File: src/rtl/out_ddr_pkg.sv
// Shared mode encoding and sizing helper for the DDR output bus.
package out_ddr_pkg;

  typedef logic [1:0] mode_t;

  localparam mode_t MODE_NORMAL = 2'd0;
  localparam mode_t MODE_IDLE   = 2'd1;
  localparam mode_t MODE_TRAIN  = 2'd2;

  // Bits needed to count 0..depth inclusive.
  function automatic int level_width(input int depth);
    return $clog2(depth + 1);
  endfunction

endpackage

File: src/rtl/out_ddr_flop.sv
// Single-bit DDR output register: d1 on the high phase, d2 on the low phase.
module out_ddr_flop (
  input  logic clk,
  input  logic rst,
  input  logic d1,
  input  logic d2,
  output logic q
);

  logic q_rise;
  logic q_fall;

  always_ff @(posedge clk) begin
    if (rst) begin
      q_rise <= 1'b0;
      q_fall <= 1'b0;
    end else begin
      q_rise <= d1;
      q_fall <= d2;
    end
  end

  // Behavioural stand-in for the IOB ODDR primitive (same-edge capture).
  assign q = clk ? q_rise : q_fall;

endmodule

File: src/rtl/out_ddr_bus.sv
// Multi-bit DDR output port: small word-pair FIFO, idle/training patterns,
// sticky underrun detection, one DDR register per output bit.
module out_ddr_bus
  import out_ddr_pkg::*;
#(
  parameter int               WIDTH     = 8,
  parameter int               DEPTH     = 4,
  parameter logic [WIDTH-1:0] IDLE_RISE = {WIDTH{1'b0}},
  parameter logic [WIDTH-1:0] IDLE_FALL = {WIDTH{1'b0}}
) (
  input  logic                          clk,
  input  logic                          rst,
  input  mode_t                         mode,
  input  logic                          flush,
  input  logic                          in_valid,
  output logic                          in_ready,
  input  logic [WIDTH-1:0]              in_rise,
  input  logic [WIDTH-1:0]              in_fall,
  input  logic                          underrun_clr,
  output logic                          underrun,
  output logic [level_width(DEPTH)-1:0] level,
  output logic [WIDTH-1:0]              q
);

  localparam int PW = (DEPTH > 1) ? $clog2(DEPTH) : 1;
  localparam int LW = level_width(DEPTH);

  logic [WIDTH-1:0] mem_rise [DEPTH];
  logic [WIDTH-1:0] mem_fall [DEPTH];
  logic [PW-1:0]    wr_ptr;
  logic [PW-1:0]    rd_ptr;
  logic             active;
  logic [WIDTH-1:0] stage_rise;
  logic [WIDTH-1:0] stage_fall;
  logic [WIDTH-1:0] next_rise;
  logic [WIDTH-1:0] next_fall;
  logic             do_push;
  logic             do_pop;
  logic             underrun_set;

  assign in_ready     = (level < LW'(DEPTH));
  assign do_push      = in_valid && in_ready && !flush;
  assign do_pop       = (mode == MODE_NORMAL) && (level != '0) && !flush;
  assign underrun_set = active && (mode == MODE_NORMAL) && (level == '0);

  always_comb begin
    next_rise = IDLE_RISE;
    next_fall = IDLE_FALL;
    if (!flush) begin
      case (mode)
        MODE_NORMAL: begin
          if (do_pop) begin
            next_rise = mem_rise[rd_ptr];
            next_fall = mem_fall[rd_ptr];
          end
        end
        MODE_TRAIN: begin
          next_rise = '1;
          next_fall = '0;
        end
        default: ;
      endcase
    end
  end

  // Storage carries no reset; occupancy is tracked by level and the pointers.
  always_ff @(posedge clk) begin
    if (do_push) begin
      mem_rise[wr_ptr] <= in_rise;
      mem_fall[wr_ptr] <= in_fall;
    end
  end

  always_ff @(posedge clk) begin
    if (rst) begin
      wr_ptr     <= '0;
      rd_ptr     <= '0;
      level      <= '0;
      active     <= 1'b0;
      underrun   <= 1'b0;
      stage_rise <= IDLE_RISE;
      stage_fall <= IDLE_FALL;
    end else begin
      stage_rise <= next_rise;
      stage_fall <= next_fall;

      if (flush) begin
        wr_ptr <= '0;
        rd_ptr <= '0;
        level  <= '0;
      end else begin
        if (do_push) wr_ptr <= wr_ptr + PW'(1);
        if (do_pop)  rd_ptr <= rd_ptr + PW'(1);
        case ({do_push, do_pop})
          2'b10:   level <= level + LW'(1);
          2'b01:   level <= level - LW'(1);
          default: ;
        endcase
      end

      if (flush || (mode != MODE_NORMAL)) active <= 1'b0;
      else if (do_pop)                    active <= 1'b1;

      // A new starvation outranks a clear arriving in the same cycle.
      if (underrun_set)      underrun <= 1'b1;
      else if (underrun_clr) underrun <= 1'b0;
    end
  end

  for (genvar i = 0; i < WIDTH; i++) begin : g_oddr
    out_ddr_flop u_flop (
      .clk (clk),
      .rst (rst),
      .d1  (stage_rise[i]),
      .d2  (stage_fall[i]),
      .q   (q[i])
    );
  end

endmodule

File: config.mk
export PLATFORM = sky130hd
export DESIGN_NAME = out_ddr_bus
export DESIGN_NICKNAME = d
export VERILOG_FILES = /design/src/rtl/out_ddr_pkg.sv /design/src/rtl/out_ddr_flop.sv /design/src/rtl/out_ddr_bus.sv
export SDC_FILE = /design/constraint.sdc
export NUM_CORES = 1
export LEC_CHECK = 0
export BUFFER_PORTS_ARGS = -buffer_cell sky130_fd_sc_hd__clkbuf_2
export CAP_MARGIN = 20
export CORE_MARGIN = 10
export CORE_UTILIZATION = 30
export CTS_BUF_LIST = sky130_fd_sc_hd__clkbuf_8
export CTS_CLUSTER_DIAMETER = 30
export DETAILED_ROUTE_END_ITERATION = 10
export GPL_TIMING_DRIVEN = 0
export PLACE_DENSITY = 0.59
export SLEW_MARGIN = 5
export SYNTH_ARGS = -nofsm -noshare
export SYNTH_HDL_FRONTEND = slang
export SYNTH_SLANG_ARGS = --single-unit
File: constraint.sdc
create_clock -name clk -period 2 [get_ports clk]
set_input_delay 0.3 -clock clk [delete_from_list [all_inputs] [get_ports clk]]
set_output_delay 0.3 -clock clk [all_outputs]
set_load 0.05 [all_outputs]
==> impl_metrics.yaml <==
yosys:
  netlist_instances: 242
  synth_nets: 271
  synth_area_mm2: 0.00392
  synth_cell_types: 32
  syn_avg_cell_area_um2: 16.2
  yosysSeqAreaShare_pct: 71.1
  synth_warnings: 0
  synth-seq-cells: 107
timing:
  holdWs_ns: 0.0512
  setup_ws_ns: -0.0383
  grt_setup_unrepaired: "yes"
  worst_pin_slew_ns: 0.821
  finalSetupViolCount: 8
  fin_skew_ns: 0.0141
  slew_headroom_pct: 45.2
  hold_viol_final: 0
  slew_viol_final: 0
critical_path:
  end_kind: "output pin"
  start_kind: "clock port"
  path_max_fanout: 4
  crit_required_ns: 1.70
  r2r_cells: 8
  crit_arrival_ns: 1.74
  worstSetupPathType: "clk -> out"
clocking:
  tritoncts: "built"
  post_cts_buffers: 0
  clkLatencyLatePin_ns: 0.47
  clkTransAtPathRegs_ns: 0.10
  cts_hold_buf: 0
cells_and_area:
  layout.nets: 312
  drive_gt1_share_pct: 34.0
  syn2layout_area_growth_pct: 20.4
  multi_input_area_mm2: 0.00104
  antenna_cells: 0
  fillCellCount: 1248
  seqCellArea_mm2: 0.00279
pwr:
  finalPower_uw: 4180
  ir_drop_v: 0.000393
  p_leak_uw: 0.00163
  power_density_mw_per_mm2: 886
detailed_routing:
  drc_errors: 0
  routed_wirelength_mm: 6.55
  drtIter0Drc: 102
  via_count: 1946
  ant_nets: 0
  routedWlPerCell_um: 14.2
  viasPerCell: 4.23
  drt_pass1_iterations: 4
global_routing:
  antenna_found_initial: 0
  grt_max_degree: 19
  grt_usage_pct: 7.72
  grt_pass1_wl_mm: 10.2
  grt_overflow_total: 0
  grt_pass1_vias: 2126
placement:
  pre_cts_ws_ns: -0.240
  gp_congestion: 0.651
  port_buffers: 35
  post-dp-hpwl_mm: 4.55
status:
  failed_checks: "setup timing"
  status: "complete, but fails checks"
floorplanning:
  die_h_um: 134
  initial_utilization_pct: 30.8
  ios: 36
  die_w_um: 134
  core_area_mm2: 0.0127
  die_area_mm2: 0.0180
  row_count: 41
hold_path:
  whs_path_depth: 1
  min_path_type: "in -> reg"
run:
  cap_violations: 0
synth_stat cells:
library cell   n  area [um2]
nor2_1         7        26.3
mux4_2        16         360
dfxtp_1       43         861
inv_1         16        60.1
nor3b_2        1        12.5
ha_1           5        62.6
nor4b_1        1        8.76
a21oi_1        6        30.0
o21ai_0       10        50.1
nor3_1         3        15.0
edfxtp_1      64        1920
or3_2          1        7.51
xor2_1         2        17.5
or4b_4         1        13.8
or4_1          1        7.51
mux2i_1        1        10.0
clkbuf_1       7        26.3
or3_1          1        6.26
nand3_1        2        10.0
a21oi_2        1        8.76
o31ai_1        1        7.51
mux2_2         8        90.1
or3_4          1        11.3
xnor2_1        1        8.76
nand2_1        1        3.75
or2_2          1        6.26
buf_2          2        10.0
fa_1           1        20.0
and2_1         4        25.0
nand2b_1       1        6.26
buf_4          8        60.1
nor2b_1       24         150
power by group:
| part | internal (uW) | total [uW] | switching (uW) |
|---|---|---|---|
| clock | 790 | 1690 | 899 |
| sequential | 2360 | 2370 | 7.70 |
| combinational | 50.3 | 119 | 68.3 |
per-layer routing:
layer | global-route usage [%] | wire, um | vias to the layer above
li1 | - | - | 945
met1 | 7.77 | 2690 | 954
met2 | 11.5 | 3270 | 41
met3 | 4.37 | 513 | 6
met4 | 6.17 | 82 | 0
met5 | 0 | 0 | -
area by class of cell:
cell class              count  share of cell area (%)
flip-flops and latches    107                    59.1
multi-input cells         102                    22.0
clock buffers              21                    8.34
well taps                 172                    4.57
repair buffers             27                    2.87
inverters                  16                    1.27
clock inverters             7                    1.12
plain buffers               8                   0.690
placed cells by master, fill, tap and decap left out, types with 4 or more instances in the layout:
master	count
clkbuf_2	27
inv_1	15
nor2b_1	24
clkbuf_1	6
o21ai_0	10
ha_1	4
edfxtp_1	64
clkbuf_8	10
mux2_4	8
mux4_2	16
nor2_1	6
dfxtp_1	40
a21oi_1	6
clkbuf_16	9
critical path: stages:
cell	delay [ns]
clkbuf_16	0.14
buf_8	0.12
mux2_4	0.30
clkbuf_16	0.17
timing repair:
item / 4_1_cts / 5_1_grt
endpoints found under the setup margin: 13 / 55
pin swaps: 0 / 0
gates resized for setup: 34 / 6
stage by stage:
step	setup TNS, ns	area, um2	instances	util [%]
floorplan	-0.0209	3940	242	-
global placement	-4.76	4330	449	34.0
detailed placement	-4.28	4330	449	34.0
CTS	-0.587	4700	460	36.9
global route	-0.405	4710	460	37.0
finish	-0.286	4710	460	37.0
kinds of logic after synthesis:
| logic type | share of synthesized area (%) |
|---|---|
| buffers and inverters | 4.00 |
| flip-flops | 71.1 |
| AO/OA/AOI/OAI | 2.46 |
| AND/OR/NAND/NOR | 7.93 |
| adder cells (fa/ha/maj) | 2.11 |
| multiplexers | 11.8 |
| XOR/XNOR | 0.671 |
state kept, by name, summed over array words and instances (netlist names), named ones only:
name	flops
mem_fall	32
mem_rise	32
g_oddr.u_flop.q_fall	8
g_oddr.u_flop.q_rise	8
stage_fall	8
stage_rise	8
level	3
rd_ptr	2
wr_ptr	2
active	1
underrun	1
path summary, 6_finish.rpt:
kind,startpoint,end,slack (ns)
worst max-delay path,clk,q[2],-0.04
worst min-delay path,in_rise[0],mem_rise[3][0]$_DFFE_PP_,0.05
worst max register to register,level[2]$_SDFFE_PP0P_,level[2]$_SDFFE_PP0P_,0.14
worst min register to register,stage_fall[6]$_SDFF_PP0_,g_oddr[6].u_flop.q_fall$_SDFF_PP0_,0.44
Note: power is estimated with default switching activity, not from simulation.
